### config.mk
export PLATFORM = sky130hd
export DESIGN_NAME = nec_ir_transmitter
export DESIGN_NICKNAME = d
export VERILOG_FILES = /design/src/rtl/nec_ir_transmitter.sv
export SDC_FILE = /design/constraint.sdc
export NUM_CORES = 1
export LEC_CHECK = 0
export ABC_AREA = 1
export BUFFER_PORTS_ARGS = -buffer_cell sky130_fd_sc_hd__buf_4
export CORE_MARGIN = 3
export CORE_UTILIZATION = 57
export DETAILED_ROUTE_END_ITERATION = 6
export GPL_TIMING_DRIVEN = 0
export HOLD_SLACK_MARGIN = 0.08
export PLACE_DENSITY = 0.79
export SLEW_MARGIN = 20
export SYNTH_ARGS = -nofsm -noshare
export SYNTH_HDL_FRONTEND = slang
export SYNTH_SLANG_ARGS = --single-unit
### constraint.sdc
create_clock -name nec_clk -period 2.05 [get_ports nec_clk]
set_clock_uncertainty 0.1 [all_clocks]
set_input_delay 0.1025 -clock nec_clk [delete_from_list [all_inputs] [get_ports nec_clk]]
set_output_delay 0.1025 -clock nec_clk [all_outputs]
set_load 0.02 [all_outputs]
### src/rtl/nec_ir_transmitter.sv
// NEC IR frame transmitter: leader, 32 data bits MSB first, stop mark, gap to a fixed frame period.
// Optional key-held repeat frames are enabled by defining NEC_TX_REPEAT_EN.
module nec_ir_transmitter #(
  parameter int LEAD_MARK   = 160,
  parameter int LEAD_SPACE  = 80,
  parameter int BIT_MARK    = 10,
  parameter int ONE_SPACE   = 30,
  parameter int ZERO_SPACE  = 10,
  parameter int FRAME_TICKS = 1920,
  parameter int REP_SPACE   = 40
) (
  input  logic        nec_clk,
  input  logic        reset_n,
  input  logic        start,
  input  logic [31:0] word,
  input  logic        hold,
  output logic        ir_out,
  output logic        busy,
  output logic        done,
  output logic [3:0]  dbg_state_o
);

  // Handshake: start is a one-cycle request honoured only while busy=0 (IDLE);
  // busy rises on the following edge and requests during busy=1 are dropped.

  typedef enum logic [3:0] {
    S_IDLE,
    S_LEAD_MARK,
    S_LEAD_SPACE,
    S_BIT_MARK,
    S_BIT_SPACE,
    S_STOP_MARK,
    S_GAP,
    S_REP_MARK,
    S_REP_SPACE,
    S_REP_STOP
  } state_t;

  // Segment counters are loaded with length-1 and the segment ends at zero.
  localparam logic [7:0]  LM_L       = 8'(LEAD_MARK - 1);
  localparam logic [7:0]  LS_L       = 8'(LEAD_SPACE - 1);
  localparam logic [7:0]  BM_L       = 8'(BIT_MARK - 1);
  localparam logic [7:0]  OS_L       = 8'(ONE_SPACE - 1);
  localparam logic [7:0]  ZS_L       = 8'(ZERO_SPACE - 1);
  localparam logic [7:0]  RS_L       = 8'(REP_SPACE - 1);
  localparam logic [10:0] FRAME_LAST = 11'(FRAME_TICKS - 1);

  state_t      state_q, state_d;
  logic [7:0]  seg_q, seg_d;
  logic [10:0] frame_q, frame_d;
  logic [5:0]  bit_q, bit_d;
  logic [31:0] shreg_q, shreg_d;
  logic        done_q, done_d;
  logic        seg_last;
  logic        frame_last;
  logic        rep_req;

`ifdef NEC_TX_REPEAT_EN
  assign rep_req = hold;
`else
  logic unused_hold;
  assign unused_hold = hold;
  assign rep_req     = 1'b0;
`endif

  assign seg_last   = (seg_q == 8'd0);
  assign frame_last = (frame_q == FRAME_LAST);

  always_ff @(posedge nec_clk) begin
    if (!reset_n) begin
      state_q <= S_IDLE;
      seg_q   <= '0;
      frame_q <= '0;
      bit_q   <= '0;
      shreg_q <= '0;
      done_q  <= 1'b0;
    end else begin
      state_q <= state_d;
      seg_q   <= seg_d;
      frame_q <= frame_d;
      bit_q   <= bit_d;
      shreg_q <= shreg_d;
      done_q  <= done_d;
    end
  end

  always_comb begin
    state_d = state_q;
    seg_d   = seg_q;
    frame_d = frame_q;
    bit_d   = bit_q;
    shreg_d = shreg_q;
    done_d  = 1'b0;
    if (!seg_last) seg_d = seg_q - 8'd1;
    if (state_q != S_IDLE) frame_d = frame_q + 11'd1;
    case (state_q)
      S_IDLE: begin
        if (start) begin
          state_d = S_LEAD_MARK;
          shreg_d = word;
          seg_d   = LM_L;
          frame_d = '0;
          bit_d   = '0;
        end
      end
      S_LEAD_MARK: begin
        if (seg_last) begin
          state_d = S_LEAD_SPACE;
          seg_d   = LS_L;
        end
      end
      S_LEAD_SPACE: begin
        if (seg_last) begin
          state_d = S_BIT_MARK;
          seg_d   = BM_L;
        end
      end
      S_BIT_MARK: begin
        if (seg_last) begin
          state_d = S_BIT_SPACE;
          seg_d   = shreg_q[31] ? OS_L : ZS_L;
        end
      end
      S_BIT_SPACE: begin
        if (seg_last) begin
          shreg_d = {shreg_q[30:0], 1'b0};
          bit_d   = bit_q + 6'd1;
          seg_d   = BM_L;
          // The stop mark closes the final space so a receiver sees bit 32 end.
          state_d = (bit_q == 6'd31) ? S_STOP_MARK : S_BIT_MARK;
        end
      end
      S_STOP_MARK: begin
        if (seg_last) state_d = S_GAP;
      end
      S_GAP: begin
        if (frame_last) begin
          frame_d = '0;
          if (rep_req) begin
            state_d = S_REP_MARK;
            seg_d   = LM_L;
          end else begin
            state_d = S_IDLE;
            done_d  = 1'b1;
          end
        end
      end
      S_REP_MARK: begin
        if (seg_last) begin
          state_d = S_REP_SPACE;
          seg_d   = RS_L;
        end
      end
      S_REP_SPACE: begin
        if (seg_last) begin
          state_d = S_REP_STOP;
          seg_d   = BM_L;
        end
      end
      S_REP_STOP: begin
        if (seg_last) state_d = S_GAP;
      end
      default: state_d = S_IDLE;
    endcase
  end

  assign ir_out      = ~(state_q inside {S_LEAD_MARK, S_BIT_MARK, S_STOP_MARK,
                                         S_REP_MARK, S_REP_STOP});
  assign busy        = (state_q != S_IDLE);
  assign done        = done_q;
  assign dbg_state_o = state_q;

endmodule

==> results.md, run 1 <==
- Effective utilization at floorplan: 61.1%
- Sum of negative setup slack: 0 ns
- Die Outline Area: 0.00710 mm2
- Worst min-delay path category: flip-flop to flip-flop
- Cell type with the highest occurrence count on the critical path: sky130_fd_sc_hd__nand2_4
- Detailed-route wire length: 9360 um
- P per Cell Area: 1330 mW/mm2
- Number of distinct library cells after synthesis: 29
- Post-route core utilization: 78.5%
- Critical path endpoint category: flip-flop
- First drt pass iteration count: 5
- Average wire per standard cell: 12.7 um
- Peak ir drop on the vdd network: 0.910 mV
- Unrepaired setup endpoints after global routing: no
- Clk sink count: 62
- #FFs+latches synth: 62
- Worst Max-Slew Pin Slew: 0.618 ns
- Number of standard cells in the layout, taps in and fillers out: 739
- Cell area after synthesis: 0.00349 mm2
- Cell row count: 27
- Overflow left after global routing: 0
- Number of filler cells placed in the layout: 457
- HPWL after detailed placement: 6050 um
- Number of instances in the synthesized netlist: 576
- Worst Slack Setup Final: 0.104 ns
- Crit path launch type: flip-flop
- Nets: 702
- Critical path buffers and inverters: 3
- Cell area after layout: 0.00448 mm2
- Setup-violating endpoint count in the final report: 0
- Clk slew on worst S/H paths: 0.07 ns
- Clock latency on the worst-skew pair: 0.35 ns
- DP Worst Slack: 0.154 ns
- Slowest cell on crit path: sky130_fd_sc_hd__dfxtp_1
- Cell Area, Placed: 0.00389 mm2
- Final hold violation count: 0
- Cell type contributing the most total cell area after synthesis: sky130_fd_sc_hd__dfxtp_1
- First-pass GRT wire length: 16100 um
- Cell at the root of the clock tree: sky130_fd_sc_hd__clkbuf_8
- Chain of cells forming the critical path: nor2_4 > nand2_4 > inv_2 > nand2_4 > o21ai_1 > buf_4 > buf_2 > o21ai_0 > nor2_1
- Peak Freq: 0.514 GHz
- RD Place Congestion: 0.944
- Pins Over Slew Limit: 0
- Yosys Warn Count: 0
- Area growth, synth to finish: 28.5%
- Antenna violations before repair: 0
- CTS H-tree depth: 3
- Req. time, crit path: 2.22 ns
- Mean instance size in the synthesized netlist: 6.06 um2
- Leading cell type in the layout, fill and taps excluded: sky130_fd_sc_hd__nand2_1
- Max FO, Critical Path: 10
- Commonest cells after routing, fill and taps aside: 197 x sky130_fd_sc_hd__nand2_1, 111 x sky130_fd_sc_hd__nor2_1, 61 x sky130_fd_sc_hd__dfxtp_1
- Floorplan die width: 84.3 um
- Buffers on Ports: 41
- Setup fix buffers added after clock tree synthesis: 0
- Placed cell count: 689
- Via count of the first global-routing pass: 3718
- Pin count of the biggest net entering global routing: 12
- LEAKAGE: 2.22 nW
- Global-route total usage across every layer: 27.7%
- Max cap viols: 0
- Share of the yosys chip area belonging to registers: 35.6%
- Run status: complete, no violations
- Iteration-0 DRC count of the detailed router: 230
- Ratio of cells with drive above 1 in the final layout: 13.2%
- Drt via density: 5.22
- Inserted Clock Buffers: 9
- Number of antenna cells inserted: 0
- Synthesized net count: 616
- Total DRC errors in the routed layout: 0
- Area share of the largest cell type after synthesis: 35.6%
- DR vias: 3858
- Largest delay share family, worst path: simple AND/OR/NAND/NOR gates
- Critical Setup Path Class: flip-flop to flip-flop
- CTS tree: done
- Area of the core: 0.00571 mm2
- DRT antenna net count: 0
- Die height: 84.3 um
- Largest stage delay on the critical path: 0.41 ns
- Worst path arrival time: 2.12 ns
- Slew Limit Headroom: 58.8%
- Ratio of final minimum period to clock period: 94.9%
- Top cells by area, synth: sky130_fd_sc_hd__dfxtp_1 36%, sky130_fd_sc_hd__nand2_1 21%, sky130_fd_sc_hd__nor2_1 12%
- I/O Pins: 43
- Time the final worst path needs with I/O delays and setup: 1.95 ns
- Maximum clock path buffer count: 2
state kept, by name, summed over array words and instances, names as in the netlist:
signal,count
frame_q,11
dbg_state_o,4
seg_q,8
bit_q,6
shreg_q,32
done,1
metrics by stage:
| stage | power [mW] | hold slack, ns |
|---|---|---|
| 2_1_floorplan | 3.83 | 0.150 |
| 3_3_place_gp | 4.42 | 0.282 |
| 3_5_place_dp | 4.50 | 0.286 |
| 4_1_cts | 5.87 | 0.373 |
| 5_1_grt | 6.46 | 0.394 |
| 6_report | 5.94 | 0.365 |
synthesized netlist by cell type:
cell,count
sky130_fd_sc_hd__dfxtp_1,62
sky130_fd_sc_hd__o211ai_1,2
sky130_fd_sc_hd__o22ai_1,1
sky130_fd_sc_hd__nand4_1,6
sky130_fd_sc_hd__buf_4,2
sky130_fd_sc_hd__nand4_2,1
sky130_fd_sc_hd__a21oi_1,22
sky130_fd_sc_hd__nor2_4,2
sky130_fd_sc_hd__a31o_2,1
sky130_fd_sc_hd__a31oi_1,1
sky130_fd_sc_hd__inv_1,48
sky130_fd_sc_hd__o21ai_0,43
sky130_fd_sc_hd__ha_1,4
sky130_fd_sc_hd__a21oi_4,1
sky130_fd_sc_hd__nand2_1,197
sky130_fd_sc_hd__clkbuf_1,9
sky130_fd_sc_hd__o21bai_1,1
sky130_fd_sc_hd__buf_2,7
sky130_fd_sc_hd__xor2_1,3
sky130_fd_sc_hd__nand2_2,1
sky130_fd_sc_hd__nand3b_1,1
sky130_fd_sc_hd__nand2_4,2
sky130_fd_sc_hd__nor2_2,5
sky130_fd_sc_hd__buf_6,3
sky130_fd_sc_hd__o21ai_1,4
sky130_fd_sc_hd__nor3_1,6
sky130_fd_sc_hd__nor2_1,111
sky130_fd_sc_hd__inv_2,5
sky130_fd_sc_hd__nand3_1,25
worst paths after layout:
| check | slack (ns) | cells past startpoint | from | end |
|---|---|---|---|---|
| max | 0.10 | 9 | dbg_state_o[0] | shreg_q[11] |
| min | 0.37 | 2 | shreg_q[0] | shreg_q[0] |
| max reg2reg | 0.10 | 9 | dbg_state_o[0] | shreg_q[11] |
| min reg2reg | 0.37 | 2 | shreg_q[0] | shreg_q[0] |
worst reg2reg max path, cell delays in order (launching register included):
cell and delay [ns]:
sky130_fd_sc_hd__dfxtp_1 0.41, sky130_fd_sc_hd__nor2_4 0.21, sky130_fd_sc_hd__nand2_4 0.12, sky130_fd_sc_hd__inv_2 0.13, sky130_fd_sc_hd__nand2_4 0.09, sky130_fd_sc_hd__o21ai_1 0.11, sky130_fd_sc_hd__buf_4 0.20, sky130_fd_sc_hd__buf_2 0.22
sky130_fd_sc_hd__o21ai_0 0.13, sky130_fd_sc_hd__nor2_1 0.16
metal layers:
layer	GRT usage, %	share of wire [%]	up-vias
li1	-	-	1978
met2	49.8	51	103
met1	31.9	43	1754
met4	10.8	2.3	0
met5	0	0	-
met3	5.89	3.9	23
cell families (layout without fill, tap and decap cells):
logic type / count (synthesis) / count (layout) / share of synthesized area, %
AO/OA/AOI/OAI: 76 / 76 / 11.6
XOR/XNOR: 3 / 3 / 0.753
adder cells (fa/ha/maj): 4 / 4 / 1.43
buffers and inverters: 74 / 165 / 9.07
flip-flops: 62 / 62 / 35.6
AND/OR/NAND/NOR: 357 / 357 / 41.6
power by group:
part / internal, mW / switching [mW]
Combinational: 1.01 / 1.85
Clock: 0.806 / 0.506
Sequential: 1.54 / 0.233
final cells by class:
cell class	instances	area, um2	share of cell area, %
multi-input cells	440	1950	43.5
flip-flops and latches	62	1240	27.7
repair buffers	75	648	14.5
inverters	53	199	4.44
clock buffers	10	128	2.85
plain buffers	21	118	2.62
clock inverters	6	110	2.46
well taps	72	90.1	2.01
repair_timing:
action,in CTS,in global routing
hold buffers,34,0
setup endpoints to repair,0,16
hold endpoints to repair,45,0
resized for setup,0,4
Power figures use the tool's default switching activity.
==> run 2: changes to the inputs <==
Settings changed: CORE_UTILIZATION 57 to 58, PLACE_DENSITY 0.79 to 0.8, SETUP_SLACK_MARGIN set to 0.1.
==> results.md, run 2 (same netlist as run 1, synthesis figures left out) <==
- Run status: complete, no violations
- Minimum hold slack: 0.104 ns (-0.261 ns)
- Effective utilization at floorplan: 61.5% (+0.36 points)
- DP Worst Slack: 0.181 ns (+0.0275 ns)
- Worst reg2reg startpoint: seg_q[0]
- Maximum clock path buffer count: 2 (unchanged)
- Drt via density: 5.15 (-1.4%)
- Clk slew on worst S/H paths: 0.06 ns (about the same)
- Inserted Clock Buffers: 9 (unchanged)
- Number of flip-flops in the largest register: 32 (unchanged)
- Largest stage delay on the critical path: 0.32 ns (-0.09 ns)
- Clock latency on the worst-skew pair: 0.35 ns (about the same)
- CP endpoint: shreg_q[23]
- CTS H-tree depth: 3 (unchanged)
- Register-to-Register Setup Slack: 0.22 ns (+0.12 ns)
- Number of antenna cells inserted: 0 (unchanged)
- Ratio of final minimum period to clock period: 89.1% (-5.9 points)
- First-pass GRT wire length: 15200 um (-5.7%)
- Max cap viols: 0 (unchanged)
- Registers with the most flip-flops: shreg_q (32), frame_q (11), seg_q (8)
- Logic depth of the worst register-to-register path: 9 (unchanged)
- Placed cell count: 689 (unchanged)
- Worst Slack Setup Final: 0.224 ns (+0.120 ns)
- Die Outline Area: 0.00699 mm2 (-1.6%)
- Slew Limit Headroom: 62.4% (+3.6 points)
- Critical Setup Path Class: flip-flop to flip-flop
- Worst r2r dst: shreg_q[23]
- Cell type with the highest occurrence count on the critical path: sky130_fd_sc_hd__nor2_1
- Pin count of the biggest net entering global routing: 11 (-1)
- Floorplan die width: 83.6 um (-0.80%)
- Cell row count: 27 (unchanged)
- Unrepaired setup endpoints after global routing: yes
- Critical path endpoint category: flip-flop
- Clk sink count: 62 (unchanged)
- P per Cell Area: 1290 mW/mm2 (-2.9%)
- Global-route total usage across every layer: 25.9% (-1.8 points)
- Cell at the root of the clock tree: sky130_fd_sc_hd__clkbuf_8
- I/O Pins: 43 (unchanged)
- CTS tree: done
- Worst min-delay path category: primary input to flip-flop
- Die height: 83.6 um (-0.80%)
- Commonest cells after routing, fill and taps aside: 197 x sky130_fd_sc_hd__nand2_1, 110 x sky130_fd_sc_hd__nor2_1, 61 x sky130_fd_sc_hd__dfxtp_1
- Worst path arrival time: 1.95 ns (-0.17 ns)
- Time the final worst path needs with I/O delays and setup: 1.83 ns (-0.120 ns)
- Met3 Usage GRT: 3.75% (-2.1 points)
- Crit path launch type: flip-flop
- Sum of negative setup slack: 0 ns (unchanged)
- Area of the core: 0.00568 mm2 (-0.59%)
- First drt pass iteration count: 4 (-1)
- HPWL after detailed placement: 5850 um (-3.3%)
- Peak Freq: 0.548 GHz (+6.6%)
- Average wire per standard cell: 12.0 um (-5.2%)
- Leading cell type in the layout, fill and taps excluded: sky130_fd_sc_hd__nand2_1
- Buffers on Ports: 41 (unchanged)
- Req. time, crit path: 2.18 ns (-0.04 ns)
- RD Place Congestion: 0.856 (-9.4%)
- Area growth, synth to finish: 27.7%
- DRT antenna net count: 0 (unchanged)
- Detailed-route wire length: 8850 um (-5.4%)
- LEAKAGE: 2.21 nW (-0.44%)
- Max FO, Critical Path: 10 (unchanged)
- DR vias: 3792 (-1.7%)
- Pins Over Slew Limit: 0 (unchanged)
- Ratio of cells with drive above 1 in the final layout: 13.2% (+0.040 points)
- Iteration-0 DRC count of the detailed router: 191 (-17%)
- Met2 demand-to-capacity share in global routing: 46.1% (-3.7 points)
- Number of standard cells in the layout, taps in and fillers out: 737 (-0.27%)
- Busiest layer in global routing: met2
- Final hold violation count: 0 (unchanged)
- Total DRC errors in the routed layout: 0 (unchanged)
- Register with the most flip-flops: shreg_q
- Source of the critical timing path: seg_q[0]
- Chain of cells forming the critical path: inv_1 > ha_2 > nand3_1 > nor2_4 > a21oi_4 > buf_12 > buf_6 > nor2_1 > nor2_1
- Worst Max-Slew Pin Slew: 0.565 ns (-0.0534 ns)
- Peak ir drop on the vdd network: 0.708 mV (-22%)
- Antenna violations before repair: 0 (unchanged)
- Via count of the first global-routing pass: 3554 (-4.4%)
- Nets: 702 (unchanged)
- Slowest cell on crit path: sky130_fd_sc_hd__dfxtp_1
- Overflow left after global routing: 0 (unchanged)
- Setup-violating endpoint count in the final report: 0 (unchanged)
- Met1 demand-to-capacity share in global routing: 30.5% (-1.4 points)
==> run 2: timing repair <==
action,4_1_cts,5_1_grt
gates resized for setup,0,8
hold endpoints to repair,44,0
setup endpoints to repair,0,29
hold buffers,33,0
setup buffers,0,1
==> run 2: per-layer routing <==
| metal | share of wire, % | up-vias |
|---|---|---|
| met2 | 49 | 96 |
| met4 | 3.3 | 0 |
| met5 | 0 | - |
| li1 | - | 1974 |
| met1 | 44 | 1687 |
| met3 | 3.8 | 35 |
==> run 2: final cells by class <==
type / instances / area (um2)
fillers: 429 / 1220
inverters: 53 / 199
clock buffers: 13 / 159
flip-flops and latches: 62 / 1240
multi-input cells: 440 / 1960
well taps: 72 / 90.1
clock inverters: 1 / 30.0
repair buffers: 75 / 658
plain buffers: 21 / 120
==> run 2: where the power goes <==
part           total (mW)  switching, mW  internal [mW]
sequential           1.77          0.226           1.55
combinational        2.89           1.84           1.05
clock                1.08          0.462          0.616
total                5.74           2.53           3.21
==> run 2: worst min-delay path by stage <==
| stage | from | endpoint | slack (ns) | cells past startpoint |
|---|---|---|---|---|
| floorplan | word[0] | shreg_q[0] | 0.15 | 2 |
| global placement | word[0] | shreg_q[0] | 0.29 | 3 |
| detailed placement | word[0] | shreg_q[0] | 0.29 | 3 |
| CTS | reset_n | seg_q[2] | 0.08 | 5 |
| global route | reset_n | seg_q[2] | 0.11 | 5 |
| finish | reset_n | seg_q[1] | 0.10 | 5 |
==> run 2: stage by stage <==
stage	total power, mW	utilization, %	instance area (um2)
finish	5.74	78.6	4460
detailed placement	4.47	68.5	3890
CTS	5.62	77.7	4410
floorplan	3.83	-	3490
global route	6.26	78.6	4460
global placement	4.40	68.5	3890
==> run 2: worst max-delay path: cells and delay by family (launching register included) <==
| family | cells | cell delay, ns |
|---|---|---|
| flops | 1 | 0.32 |
| compound gates | 1 | 0.09 |
| fa+ha+maj | 1 | 0.25 |
| buf+inv | 3 | 0.36 |
| simple gates | 4 | 0.59 |
